===== src/rtl/pwm_pkg.sv =====
// Shared constants and types for the multi-channel PWM LED driver.
package pwm_pkg;

    localparam logic MODE_STATIC  = 1'b0;
    localparam logic MODE_BREATHE = 1'b1;

    typedef enum logic {
        DIR_UP   = 1'b0,
        DIR_DOWN = 1'b1
    } dir_e;

    // Channel-select width; a single channel still gets a 1-bit select.
    function automatic int unsigned ch_width(input int unsigned nch);
        return (nch > 1) ? $clog2(nch) : 1;
    endfunction

endpackage


===== src/rtl/pwm_multi_if.sv =====
// Write port and pin outputs of pwm_multi, bundled for control-side and driver-side use.
interface pwm_multi_if #(
    parameter int unsigned NCH   = 3,
    parameter int unsigned WIDTH = 8
);
    import pwm_pkg::*;

    localparam int unsigned CHW = ch_width(NCH);

    logic             wr_en;
    logic [CHW-1:0]   wr_ch;
    logic [WIDTH-1:0] wr_duty;
    logic             wr_mode;
    logic [NCH-1:0]   pwm_out;
    logic             period_start;

    modport master (
        output wr_en, wr_ch, wr_duty, wr_mode,
        input  pwm_out, period_start
    );

    modport slave (
        input  wr_en, wr_ch, wr_duty, wr_mode,
        output pwm_out, period_start
    );

endinterface


===== src/rtl/pwm_timebase.sv =====
// Shared PWM timebase: prescaler, period counter, period boundary and breathe-step tick.
module pwm_timebase #(
    parameter int unsigned PRESCALE   = 1,
    parameter int unsigned WIDTH      = 8,
    parameter int unsigned BREATH_DIV = 4
) (
    input  logic             clk,
    input  logic             rst_n,
    output logic [WIDTH-1:0] cnt,
    output logic             boundary,
    output logic             breath_tick,
    output logic             period_start
);
    localparam int unsigned PW = (PRESCALE > 1) ? $clog2(PRESCALE) : 1;
    localparam int unsigned BW = (BREATH_DIV > 1) ? $clog2(BREATH_DIV) : 1;
    localparam logic [PW-1:0] PRESC_LAST  = PW'(PRESCALE - 1);
    localparam logic [BW-1:0] BREATH_LAST = BW'(BREATH_DIV - 1);

    logic [PW-1:0]    presc_q, presc_d;
    logic [WIDTH-1:0] cnt_q, cnt_d;
    logic [BW-1:0]    breath_q, breath_d;
    logic             ps_q, ps_d;
    logic             tick;

    assign tick        = (presc_q == PRESC_LAST);
    // The wrap tick max->0 is the only point where shadowed settings may go live.
    assign boundary    = tick && (cnt_q == '1);
    assign breath_tick = boundary && (breath_q == BREATH_LAST);

    always_comb begin
        presc_d  = tick ? '0 : presc_q + 1'b1;
        cnt_d    = tick ? cnt_q + 1'b1 : cnt_q;
        breath_d = breath_q;
        if (boundary) begin
            breath_d = (breath_q == BREATH_LAST) ? '0 : breath_q + 1'b1;
        end
        ps_d = boundary;
    end

    always_ff @(posedge clk) begin
        if (!rst_n) begin
            presc_q  <= '0;
            cnt_q    <= '0;
            breath_q <= '0;
            ps_q     <= 1'b0;
        end else begin
            presc_q  <= presc_d;
            cnt_q    <= cnt_d;
            breath_q <= breath_d;
            ps_q     <= ps_d;
        end
    end

    assign cnt          = cnt_q;
    assign period_start = ps_q;

endmodule


===== src/rtl/pwm_multi.sv =====
// NCH-channel PWM LED driver: shadowed duty/mode per channel, applied at period boundaries,
// with an optional triangle-ramp breathe mode.
module pwm_multi
    import pwm_pkg::*;
#(
    parameter int unsigned NCH        = 3,
    parameter int unsigned WIDTH      = 8,
    parameter int unsigned PRESCALE   = 1,
    parameter int unsigned BREATH_DIV = 4,
    parameter int unsigned STEP       = 1,
    parameter bit          ACTIVE_LOW = 1'b1
) (
    input logic        clk,
    input logic        rst_n,
    pwm_multi_if.slave bus
);
    localparam logic [WIDTH:0] DUTY_MAX = {1'b0, {WIDTH{1'b1}}};
    localparam logic [WIDTH:0] STEP_EXT = (WIDTH + 1)'(STEP);

    logic [WIDTH-1:0] cnt;
    logic             boundary;
    logic             breath_tick;
    logic             period_start;
    logic             wr_ok;
    logic [NCH-1:0]   pwm_on;
    logic [NCH-1:0]   pwm_d, pwm_q;

    pwm_timebase #(
        .PRESCALE  (PRESCALE),
        .WIDTH     (WIDTH),
        .BREATH_DIV(BREATH_DIV)
    ) u_timebase (
        .clk         (clk),
        .rst_n       (rst_n),
        .cnt         (cnt),
        .boundary    (boundary),
        .breath_tick (breath_tick),
        .period_start(period_start)
    );

    assign wr_ok = bus.wr_en && (32'(bus.wr_ch) < NCH);

    for (genvar i = 0; i < NCH; i++) begin : g_ch
        logic [WIDTH-1:0] shadow_duty_q, shadow_duty_d;
        logic             shadow_mode_q, shadow_mode_d;
        logic [WIDTH-1:0] active_duty_q, active_duty_d;
        logic             mode_q, mode_d;
        dir_e             dir_q, dir_d;
        logic [WIDTH:0]   up_sum;

        // One extra bit so the ramp saturates instead of wrapping.
        assign up_sum = {1'b0, active_duty_q} + STEP_EXT;

        always_comb begin
            shadow_duty_d = shadow_duty_q;
            shadow_mode_d = shadow_mode_q;
            active_duty_d = active_duty_q;
            mode_d        = mode_q;
            dir_d         = dir_q;
            if (wr_ok && (32'(bus.wr_ch) == i)) begin
                shadow_duty_d = bus.wr_duty;
                shadow_mode_d = bus.wr_mode;
            end
            // Shadow values read here are the pre-edge ones, so a boundary-cycle write waits.
            if (boundary) begin
                if (shadow_mode_q == MODE_STATIC) begin
                    active_duty_d = shadow_duty_q;
                    mode_d        = MODE_STATIC;
                end else if (mode_q == MODE_STATIC) begin
                    active_duty_d = shadow_duty_q;
                    mode_d        = MODE_BREATHE;
                    dir_d         = DIR_UP;
                end else if (breath_tick) begin
                    if (dir_q == DIR_UP) begin
                        if (up_sum >= DUTY_MAX) begin
                            active_duty_d = '1;
                            dir_d         = DIR_DOWN;
                        end else begin
                            active_duty_d = up_sum[WIDTH-1:0];
                        end
                    end else begin
                        if ({1'b0, active_duty_q} <= STEP_EXT) begin
                            active_duty_d = '0;
                            dir_d         = DIR_UP;
                        end else begin
                            active_duty_d = active_duty_q - STEP_EXT[WIDTH-1:0];
                        end
                    end
                end
            end
        end

        always_ff @(posedge clk) begin
            if (!rst_n) begin
                shadow_duty_q <= '0;
                shadow_mode_q <= MODE_STATIC;
                active_duty_q <= '0;
                mode_q        <= MODE_STATIC;
                dir_q         <= DIR_UP;
            end else begin
                shadow_duty_q <= shadow_duty_d;
                shadow_mode_q <= shadow_mode_d;
                active_duty_q <= active_duty_d;
                mode_q        <= mode_d;
                dir_q         <= dir_d;
            end
        end

        assign pwm_on[i] = (cnt < active_duty_q);
    end

    always_comb begin
        pwm_d = pwm_on ^ {NCH{ACTIVE_LOW}};
    end

    always_ff @(posedge clk) begin
        if (!rst_n) begin
            pwm_q <= {NCH{ACTIVE_LOW}};
        end else begin
            pwm_q <= pwm_d;
        end
    end

    assign bus.pwm_out      = pwm_q;
    assign bus.period_start = period_start;

endmodule

===== src/flat_wrapper.sv =====
// flat-port wrapper written by rule: the top's interface ports become plain ports
module pwm_multi_flat import pwm_pkg::*;
#(
    parameter int unsigned NCH        = 3,
    parameter int unsigned WIDTH      = 8,
    parameter int unsigned PRESCALE   = 1,
    parameter int unsigned BREATH_DIV = 4,
    parameter int unsigned STEP       = 1,
    parameter bit          ACTIVE_LOW = 1'b1
)
  (clk, rst_n, bus_wr_en, bus_wr_ch, bus_wr_duty, bus_wr_mode, bus_pwm_out, bus_period_start);
  pwm_multi_if #(.NCH(NCH), .WIDTH(WIDTH)) bus_i ();
  input logic clk;
  input logic rst_n;
  input wire logic [$bits(bus_i.wr_en)-1:0] bus_wr_en;
  input wire logic [$bits(bus_i.wr_ch)-1:0] bus_wr_ch;
  input wire logic [$bits(bus_i.wr_duty)-1:0] bus_wr_duty;
  input wire logic [$bits(bus_i.wr_mode)-1:0] bus_wr_mode;
  output wire logic [$bits(bus_i.pwm_out)-1:0] bus_pwm_out;
  output wire logic [$bits(bus_i.period_start)-1:0] bus_period_start;
  assign bus_i.wr_en = bus_wr_en;
  assign bus_i.wr_ch = bus_wr_ch;
  assign bus_i.wr_duty = bus_wr_duty;
  assign bus_i.wr_mode = bus_wr_mode;
  assign bus_pwm_out = bus_i.pwm_out;
  assign bus_period_start = bus_i.period_start;
  pwm_multi #(.NCH(NCH), .WIDTH(WIDTH), .PRESCALE(PRESCALE), .BREATH_DIV(BREATH_DIV), .STEP(STEP), .ACTIVE_LOW(ACTIVE_LOW)) u_core (.clk(clk), .rst_n(rst_n), .bus(bus_i));
endmodule

===== config.mk =====
export PLATFORM = sky130hd
export DESIGN_NAME = pwm_multi_flat
export DESIGN_NICKNAME = d
export VERILOG_FILES = /design/src/rtl/pwm_pkg.sv /design/src/rtl/pwm_multi_if.sv /design/src/rtl/pwm_timebase.sv /design/src/rtl/pwm_multi.sv /design/src/flat_wrapper.sv
export SDC_FILE = /design/constraint.sdc
export NUM_CORES = 1
export LEC_CHECK = 0
export CAP_MARGIN = 40
export CORE_ASPECT_RATIO = 1.1
export CORE_MARGIN = 2
export CORE_UTILIZATION = 39
export CTS_CLUSTER_DIAMETER = 50
export DETAILED_ROUTE_END_ITERATION = 16
export GPL_TIMING_DRIVEN = 1
export PLACE_DENSITY = 0.52
export SETUP_SLACK_MARGIN = 0.02
export SYNTH_ARGS = -nofsm -noshare
export SYNTH_HDL_FRONTEND = slang
export SYNTH_SLANG_ARGS = --single-unit
export TNS_END_PERCENT = 20

===== constraint.sdc =====
create_clock -name clk -period 2.37 [get_ports clk]
set_input_delay 0.474 -clock clk [delete_from_list [all_inputs] [get_ports clk]]
set_output_delay 0.474 -clock clk [all_outputs]
set_load 0.005 [all_outputs]

==> results.json, run 1 <==
{
  "run_status": "finished, final reports clean",
  "vias": 4624,
  "num-fill-cells": 1265,
  "drive_above_1_share_pct": 12.13,
  "arrival_ps": 2490,
  "yosys-top-cells-area": "sky130_fd_sc_hd__dfxtp_1 29%, sky130_fd_sc_hd__ha_1 8.7%, sky130_fd_sc_hd__mux2i_1 6.4%, sky130_fd_sc_hd__nor2b_1 4.0%, sky130_fd_sc_hd__o21ai_0 3.9%",
  "power.net_switching_mw": 0.6358,
  "final_core_utilization_pct": 46.06,
  "syn_inst": 611,
  "synth.ff_latch_count": 72,
  "crit_path_kind": "reg2reg",
  "p_int_mw": 2.352,
  "synth_simple_gate_area_share_pct": 23.95,
  "cts-buffers-inserted": 9,
  "synthesis.nets": 660,
  "drt_pre_antenna_iters": 4,
  "pwr-share-clk_pct": 52.9,
  "final_period_minus_worst_setup_slack_ps": 2214,
  "slew_headroom_pct": 58.34,
  "grt_setup_unrepaired": "true",
  "initial_core_util_pct": 39.88,
  "gp_congestion": 0.9144,
  "synth_sequential_area_ratio_pct": 28.71,
  "grt_start_max_net_pins": 28,
  "postCtsSetupRepairBufs": 0,
  "dpl.hpwl_mm": 10.30,
  "synth.cell_area_sq_mm": 0.005021,
  "post_synth_fa_ha_maj_area_fraction_pct": 8.722,
  "drcViolationCount": 0,
  "floorplan.die.height_microns": 123.0,
  "fin_nets": 679,
  "timing.final.hold_violations": 0,
  "power.share.sequential_pct": 41.8,
  "wl_per_cell_microns": 17.64,
  "synth_top_family_by_area": "simple AND/OR/NAND/NOR gates",
  "clock_tree.root_cell": "sky130_fd_sc_hd__clkbuf_16",
  "synth_mux_area_share_pct": 6.379,
  "grt_remaining_overflow": 0,
  "number_of_synthesized_flops_with_an_enable_pin": 0,
  "xor_xnor_cell_area_share_of_the_yosys_netlist_pct": 3.663,
  "full_die_area_sq_mm": 0.01380,
  "sw_frac_of_total_pct": 21.28,
  "clk_pin_slew_ps": 60,
  "grt_antenna_before_repair": 0,
  "die_width_microns": 112.2,
  "setup.worst_path.end_class": "register",
  "number_of_input_and_output_port_buffers_inserted": 17,
  "fmax_ghz": 0.4517,
  "slew_viol_final": 0,
  "postRouteAntennaNets": 0,
  "vias_in_the_first_global_route": 4280,
  "postSynthAreaPerCell_sq_um": 8.218,
  "synth.yosys.warnings": 0,
  "placementRows": 43,
  "clkSinkCount": 72,
  "static_leakage_nw": 2.137,
  "routed_wl_mm": 13.97,
  "antenna-diode-count": 0,
  "ys.flop_type": "sky130_fd_sc_hd__dfxtp_1",
  "clockBufferDepth": 2,
  "maxCapViolations": 0,
  "synth_compound_gate_area_share_pct": 22.38,
  "drtIter0Drc": 262,
  "area_growth_syn_to_layout_pct": 15.50,
  "setup_violators_final": 0,
  "crit_fanout": 12,
  "worstPathRequired_ps": 2640,
  "timing.hold.worst.class": "reg2reg",
  "ctsHtreeMaxLevel": 3,
  "number_of_distinct_library_cells_after_synthesis": 73,
  "synthDominantAreaCellType": "sky130_fd_sc_hd__dfxtp_1",
  "globalRouteTotalUtil_pct": 20.62,
  "cts_tree": "built",
  "post_synth_most_frequent_cells": "72 x sky130_fd_sc_hd__dfxtp_1, 39 x sky130_fd_sc_hd__nand2_1, 39 x sky130_fd_sc_hd__o21ai_0",
  "pwr-share-comb_pct": 5.3,
  "clock_latency_ps": 340,
  "postSynth.asyncResetShare_pct": 0,
  "netlist.area_leader.share_pct": 28.71,
  "worstSetupStartpointType": "register",
  "setup_tns_ps": 0,
  "power.density_mw_per_mm2": 515.2,
  "skew_ps": 13.17,
  "post-route-period-util_pct": 93.41,
  "tightestPinTransition_ps": 616.8,
  "peakVddDrop_uv": 398.7,
  "floorplan.core_area_sq_mm": 0.01259,
  "report.power.total_mw": 2.988,
  "floorplan.io_pins": 18,
  "yosysMostFrequentCell": "sky130_fd_sc_hd__dfxtp_1",
  "grt_pass1_wl_mm": 22.62,
  "vias_per_cell": 5.838
}
-- final timing paths --
path,start,to,slack (ps),cells after the start
worst max-delay path,u_core.g_ch[1].active_duty_q[0]$_SDFFE_PN0P_,u_core.g_ch[1].active_duty_q[0]$_SDFFE_PN0P_,160,7
worst min-delay path,u_core.g_ch[0].shadow_duty_q[0]$_SDFFE_PN0P_,u_core.g_ch[0].active_duty_q[0]$_SDFFE_PN0P_,510,2
worst max register to register,u_core.g_ch[1].active_duty_q[0]$_SDFFE_PN0P_,u_core.g_ch[1].active_duty_q[0]$_SDFFE_PN0P_,160,7
worst min register to register,u_core.g_ch[0].shadow_duty_q[0]$_SDFFE_PN0P_,u_core.g_ch[0].active_duty_q[0]$_SDFFE_PN0P_,510,2
-- metrics by stage --
| step | cells | setup slack [ps] | area [sq um] | hold WS (ps) |
|---|---|---|---|---|
| detailed placement | 776 | -16.32 | 5444 | 505.5 |
| global route | 792 | -39.22 | 5799 | 538.1 |
| global placement | 776 | -30.17 | 5444 | 485.3 |
| CTS | 792 | 32.40 | 5792 | 513.0 |
| finish | 792 | 156.2 | 5799 | 507.8 |
| floorplan | 611 | 334.0 | 5021 | 464.0 |
-- worst max-delay path, cell delays in order (launching register included) --
cell	delay (ps)
sky130_fd_sc_hd__dfxtp_2	460
sky130_fd_sc_hd__ha_2	330
sky130_fd_sc_hd__nand3_1	120
sky130_fd_sc_hd__xnor2_1	170
sky130_fd_sc_hd__nor2_1	230
sky130_fd_sc_hd__nand4b_1	270
sky130_fd_sc_hd__a311oi_1	350
sky130_fd_sc_hd__o221a_2	230
-- cell type report --
type / instances / area (sq um) / share of cell area (%)
clock buffers: 10 / 229.0 / 3.948
clock inverters: 6 / 116.4 / 2.006
multi-input cells: 466 / 3282 / 56.59
repair buffers: 50 / 412.9 / 7.120
flip-flops and latches: 72 / 1446 / 24.94
inverters: 31 / 116.4 / 2.006
well taps: 157 / 196.4 / 3.387
-- sequential cells by signal, summed over array words and instances (netlist names) --
signal                          flops
u_core.g_ch.shadow_duty_q          24
u_core.u_timebase.period_start      1
u_core.bus.pwm_out                  3
u_core.u_timebase.breath_q          2
u_core.g_ch.active_duty_q          24
u_core.g_ch.shadow_mode_q           3
u_core.u_timebase.cnt               8
u_core.g_ch.dir_q                   3
u_core.u_timebase.presc_q           1
u_core.g_ch.mode_q                  3
-- timing repair --
action,4_1_cts,5_1_grt
endpoints found under the hold margin,0,0
setup endpoints to repair,1,7
pin swaps,0,0
resized for setup,1,5
hold buffers,0,0
-- cell usage in the layout (no fill, tap or decap), drive strengths merged, types with 5 or more instances in the layout --
master         instances
or4                    7
dfxtp                 72
nand4                 10
nor2                  26
inv                   31
o211ai                18
a31oi                  9
a211oi                 5
clkdlybuf4s50         16
a21oi                 30
o21ai                 42
mux2i                 32
nand2                 39
a21o                   6
o31ai                  7
a21boi                11
nor4                   5
and2                  13
buf                   34
clkbuf                10
ha                    35
xnor2                 18
nor2b                 32
nand3                 26
nand2b                 6
or3                   10
nor3                  13
-- cell families (layout without fill, tap and decap cells) --
| logic type | Yosys count | after routing |
|---|---|---|
| fa+ha+maj | 35 | 35 |
| buf+inv | 73 | 97 |
| compound gates | 165 | 165 |
| simple gates | 212 | 212 |
| mux | 32 | 32 |
| xor+xnor | 21 | 21 |
| other cells | 1 | 1 |
| flops | 72 | 72 |
-- power by group through the flow --
stage | registers (mW) | clock network (mW) | logic [mW]
after floorplan | 1.27 | 0 | 0.0878
after detailed placement | 1.28 | 0 | 0.160
after global routing | 1.25 | 1.67 | 0.174
final | 1.25 | 1.58 | 0.159
after global placement | 1.28 | 0 | 0.159
after CTS | 1.25 | 1.62 | 0.160
-- per-layer routing --
metal  GRT usage (%)  share of wire, %
met1           26.12                44
met2           36.03                49
met3           2.843               4.5
met4           7.470               2.3
met5               0                 0
Power figures use the tool's default switching activity.
==> run 2, diff against run 1 <==
- ABC_CLOCK_PERIOD_IN_PS: default -> 2370
- GPL_TIMING_DRIVEN: 1 -> 0
==> results.json, run 2 (synthesized netlist as in run 1, its figures left out) <==
{
  "crit_path_kind": "reg2reg",
  "dpl.hpwl_mm": 10.94,
  "grt_start_max_net_pins": 13,
  "antenna-diode-count": 0,
  "multi_input_area_sq_mm": 0.003309,
  "layout_commonest_cell": "sky130_fd_sc_hd__dfxtp_1",
  "setup_violators_final": 0,
  "fmax_ghz": 0.4433,
  "num-fill-cells": 1256,
  "clockBufferDepth": 2,
  "fin_nets": 690,
  "layout_setup_ws_ps": 113.9,
  "tightestPinTransition_ps": 731.3,
  "worstSetupStartpointType": "register",
  "crit_fanout": 11,
  "cts_hold_repair.buffers": 0,
  "cts-buffers-inserted": 9,
  "maxCapViolations": 0,
  "drcViolationCount": 0,
  "initial_core_util_pct": 39.88,
  "run_status": "finished, final reports clean",
  "vias_per_cell": 5.755,
  "wl_per_cell_microns": 18.27,
  "startpoint_of_the_lowest_slack_register_to_register_path": "u_core.g_ch[2].active_duty_q[1]$_SDFFE_PN0P_",
  "grt_antenna_before_repair": 0,
  "report.power.total_mw": 2.672,
  "gp_congestion": 0.9192,
  "min_delay_path_depth": 2,
  "vias": 4610,
  "routed_wl_mm": 14.63,
  "globalRouteTotalUtil_pct": 21.56,
  "clock_tree.root_cell": "sky130_fd_sc_hd__clkbuf_16",
  "worstPathRequired_ps": 2640,
  "placement.setup.worst_slack_ps": -353.7,
  "drt_pre_antenna_iters": 5,
  "clock_latency_ps": 340,
  "peakVddDrop_uv": 329.3,
  "setup.reg_to_reg.worst_slack_ps": 110,
  "floorplan.core_area_sq_mm": 0.01259,
  "timing.final.hold_violations": 0,
  "number_of_input_and_output_port_buffers_inserted": 17,
  "power.density_mw_per_mm2": 466.5,
  "slew_viol_final": 0,
  "regToRegEndpoint": "u_core.g_ch[2].active_duty_q[3]$_SDFFE_PN0P_",
  "floorplan.die.height_microns": 123.0,
  "die_width_microns": 112.2,
  "cts_tree": "built",
  "min-delay-start": "u_core.g_ch[0].shadow_duty_q[0]$_SDFFE_PN0P_",
  "drtIter0Drc": 307,
  "static_leakage_nw": 2.058,
  "worst_hold_path_ep": "u_core.g_ch[0].active_duty_q[0]$_SDFFE_PN0P_",
  "grt_pass1_wl_mm": 23.52,
  "post-route-period-util_pct": 95.19,
  "depth_of_the_worst_register_to_register_path": 7,
  "grt_remaining_overflow": 0,
  "most-common-layout-cells": "68 x sky130_fd_sc_hd__dfxtp_1, 39 x sky130_fd_sc_hd__nand2_1, 39 x sky130_fd_sc_hd__o21ai_0",
  "slew_headroom_pct": 51.24,
  "final_period_minus_worst_setup_slack_ps": 2256,
  "postRouteAntennaNets": 0,
  "placed_cells": 785,
  "fin_cells": 801,
  "skew_ps": 7.831,
  "clk_pin_slew_ps": 60,
  "grt_setup_unrepaired": "true",
  "area_growth_syn_to_layout_pct": 14.08,
  "placementRows": 43,
  "ctsHtreeMaxLevel": 3,
  "floorplan.io_pins": 18,
  "final_core_utilization_pct": 45.50,
  "drive_above_1_share_pct": 9.783,
  "full_die_area_sq_mm": 0.01380,
  "vias_in_the_first_global_route": 4417,
  "timing.hold.worst.class": "reg2reg",
  "clkSinkCount": 72,
  "setup.worst_path.end_class": "register",
  "arrival_ps": 2520,
  "regArea_sq_mm": 0.001446
}
## run 2: cell count changes in the layout (fill, tap and decap cells not counted), sizes merged
cell / previous run / this run
clkbuf: 10 / 38
bufinv: 3 / 0
clkinv: 3 / 1
clkinvlp: 0 / 3
clkdlybuf4s50: 16 / 17
buf: 34 / 16
## run 2: final cells by class
class	instances	share of cell area (%)
tap	157	3.429
timing repair buffer	21	3.495
inverter	31	2.031
multi-input combinational	466	57.78
clock inverter	4	0.5461
clock buffer	10	4.172
buffer	40	3.298
sequential	72	25.25
## run 2: per-stage QoR
step	TNS (ps)	instance area [sq um]	hold WS, ps
after floorplan	0	5021	464.0
after global placement	-6102	5388	490.3
after detailed placement	-6362	5388	503.0
after CTS	0	5702	517.9
after global routing	-50.97	5728	541.6
final	0	5728	510.5
## run 2: worst max-delay path: stages (launching register included)
cell and delay (ps):
sky130_fd_sc_hd__dfxtp_1 560, sky130_fd_sc_hd__ha_2 390, sky130_fd_sc_hd__nand3b_1 110, sky130_fd_sc_hd__o31ai_1 90, sky130_fd_sc_hd__a32oi_1 120, sky130_fd_sc_hd__or4_4 570
sky130_fd_sc_hd__and3_1 180, sky130_fd_sc_hd__a31oi_1 160
## run 2: worst max-delay path by stage
| stage | slack (ps) | startpoint | to |
|---|---|---|---|
| after floorplan | 330 | u_core.g_ch[2].active_duty_q[1]$_SDFFE_PN0P_ | u_core.g_ch[2].active_duty_q[3]$_SDFFE_PN0P_ |
| after global placement | -360 | u_core.u_timebase.cnt[1]$_SDFFE_PN0N_ | u_core.g_ch[1].dir_q$_SDFFE_PN0P_ |
| after detailed placement | -350 | u_core.u_timebase.cnt[1]$_SDFFE_PN0N_ | u_core.g_ch[2].active_duty_q[4]$_SDFFE_PN0P_ |
| after CTS | 30 | u_core.g_ch[0].active_duty_q[0]$_SDFFE_PN0P_ | u_core.g_ch[0].dir_q$_SDFFE_PN0P_ |
| after global routing | -50 | u_core.u_timebase.cnt[3]$_SDFFE_PN0N_ | u_core.g_ch[0].active_duty_q[7]$_SDFFE_PN0P_ |
| final | 110 | u_core.g_ch[2].active_duty_q[1]$_SDFFE_PN0P_ | u_core.g_ch[2].active_duty_q[3]$_SDFFE_PN0P_ |
## run 2: layer usage
layer | vias up | global-route usage, % | wire length (microns)
li1 | 2292 | - | -
met1 | 2179 | 28.27 | 6722
met2 | 109 | 36.11 | 6949
met3 | 30 | 2.794 | 583
met4 | 0 | 8.841 | 376
met5 | - | 0 | 0
## run 2: what timing repair did
action | in CTS | in global routing
gates resized for setup | 6 | 9
buffers inserted | 4 | 0
pin swaps | 1 | 0
setup endpoints to repair | 32 | 22
## run 2: power breakdown
| part | switching [mW] | leakage, nW | total (mW) | internal (mW) |
|---|---|---|---|---|
| clock | 0.532 | 0.123 | 1.26 | 0.728 |
| sequential | 0.0272 | 0.585 | 1.26 | 1.23 |
| combinational | 0.0727 | 1.35 | 0.150 | 0.0769 |
==> edit (config.mk and constraints of run 1) <==
`BREATH_DIV` is set to 4 in 3 places; all go to 2.
--- a/src/rtl/pwm_timebase.sv
+++ b/src/rtl/pwm_timebase.sv
@@ -2,7 +2,7 @@
 module pwm_timebase #(
     parameter int unsigned PRESCALE   = 1,
     parameter int unsigned WIDTH      = 8,
-    parameter int unsigned BREATH_DIV = 4
+    parameter int unsigned BREATH_DIV = 2
 ) (
     input  logic             clk,
     input  logic             rst_n,
--- a/src/rtl/pwm_multi.sv
+++ b/src/rtl/pwm_multi.sv
@@ -6,7 +6,7 @@
     parameter int unsigned NCH        = 3,
     parameter int unsigned WIDTH      = 8,
     parameter int unsigned PRESCALE   = 1,
-    parameter int unsigned BREATH_DIV = 4,
+    parameter int unsigned BREATH_DIV = 2,
     parameter int unsigned STEP       = 1,
     parameter bit          ACTIVE_LOW = 1'b1
 ) (
--- a/src/flat_wrapper.sv
+++ b/src/flat_wrapper.sv
@@ -4,7 +4,7 @@
     parameter int unsigned NCH        = 3,
     parameter int unsigned WIDTH      = 8,
     parameter int unsigned PRESCALE   = 1,
-    parameter int unsigned BREATH_DIV = 4,
+    parameter int unsigned BREATH_DIV = 2,
     parameter int unsigned STEP       = 1,
     parameter bit          ACTIVE_LOW = 1'b1
 )
Function: same outputs for any inputs over 10 cycles, from zero or initial values and one cycle with rst_n low; that may be too few to reach the edited logic, so the function may still have changed.
==> edit against run 1 <==
Total power is 3.3% lower; design area fell by 2.5%; synthesized area fell by 3.8%; largest cell class unchanged; global-route usage grew 0.54 points; setup slack improved by 0.0029 ns; worst hold slack worse by 0.027 ns; wire length fell by 4.4%; first-iteration DRC count grew 15%; sequential cell count decreased by 1; core utilization is 0.72 points higher.
==> edit: results (changes against run 1) <==
| Metric | Value |
|---|---|
| Status | `complete, no violations (unchanged)` |
| Post-Syn Area per Cell | `8.14 sq um (was 8.22 sq um)` |
| Via-per-instance ratio | `5.71 (was 5.84)` |
| R2r startpoint | `u_core.g_ch[2].active_duty_q[0] (was u_core.g_ch[1].active_duty_q[0])` |
| Fillcell total | `1208 (was 1265)` |
| Setup Skew | `0.00682 ns (was 0.0132 ns)` |
| Placed Area | `5320 sq um (was 5440 sq um)` |
| P_leak | `2.23 nW (was 2.14 nW)` |
| Placed cells | `766 (was 776)` |
| Number of global-route vias before repair | `4188 (was 4280)` |
| GRT Overall Usage | `0.212 (was 0.206)` |
| Register area share after synthesis | `0.294 (was 0.287)` |
| Top cells by area, synth | `dfxtp_1, ha_1, mux2i_1 (unchanged)` |
| Global-route wire length before repair | `22.0 mm (was 22.6 mm)` |
| Share of layout cells above drive strength 1 | `0.119 (was 0.121)` |
| VDD IR max | `0.304 mV (was 0.399 mV)` |
| Drt initial violations | `301 (was 262)` |
| Final HPWL from detailed placement | `10.0 mm (was 10.3 mm)` |
| DRT Pass-1 Iters | `5 (was 4)` |
| Yosys cell types | `83 (was 73)` |
| Final nets | `671 (was 679)` |
| Mapped Nets | `641 (was 660)` |
| Layout Cells excl Fill | `782 (was 792)` |
| Largest net degree at the start of global routing | `53 (was 28)` |
| RD Place Congestion | `0.891 (was 0.914)` |
| Hold_sp | `u_core.g_ch[1].mode_q (was u_core.g_ch[0].shadow_duty_q[0])` |
| Worst slew margin | `0.461 (was 0.583)` |
edit: worst max-delay path, cell delays in order (launching register included):
cell	delay [ns]
dfxtp_1	0.45
inv_1	0.13
ha_1	0.26
nor2_1	0.25
o41ai_4	0.12
o311ai_1	0.27
o211ai_1	0.15
a2111oi_1	0.41
a21o_1	0.12
edit: per-layer routing:
| metal | vias up | track usage | routed length, um |
|---|---|---|---|
| li1 | 2229 | - | - |
| met1 | 2102 | 0.302 | 6570 |
| met2 | 128 | 0.333 | 6030 |
| met3 | 9 | 0.0243 | 614 |
| met4 | 0 | 0.0625 | 143 |
| met5 | - | 0 | 0 |
edit: path summary, 6_finish.rpt:
check,to,slack (ns),cells after the start
max,u_core.g_ch[2].active_duty_q[3],0.16,8
min,u_core.g_ch[1].mode_q,0.48,2
max reg2reg,u_core.g_ch[2].active_duty_q[3],0.16,8
min reg2reg,u_core.g_ch[1].mode_q,0.48,2
edit: timing repair:
item | 4_1_cts | 5_1_grt
endpoints found under the setup margin | 0 | 6
gates resized for setup | 0 | 3
setup buffers | 0 | 0
edit: kinds of logic after synthesis:
kind of cell,after synthesis,share of synthesized area
simple gates,198,0.213
mux,32,0.0666
buf+inv,69,0.0585
fa+ha+maj,34,0.0881
flops,71,0.294
compound gates,169,0.244
xor+xnor,19,0.0345
other cells,1,0.000776
edit: area by class of cell:
cell class                      instances  area share
Inverter                               34      0.0226
Clock inverter                          4      0.0137
Tap cell                              154      0.0341
Clock buffer                           12      0.0454
Multi-Input combinational cell        453       0.553
Sequential cell                        71       0.252
Timing Repair Buffer                   54      0.0792
edit: per-stage QoR:
step | utilization | setup slack (ns)
after CTS | 0.467 | 0.130
after detailed placement | 0.440 | 0.130
after global routing | 0.468 | 0.0433
after floorplan | - | 0.231
after global placement | 0.440 | 0.205
final | 0.468 | 0.159
edit: power by group:
part	internal, W	switching (W)
combinational	0.0000728	0.0000841
clock	0.000983	0.000515
sequential	0.00122	0.0000151
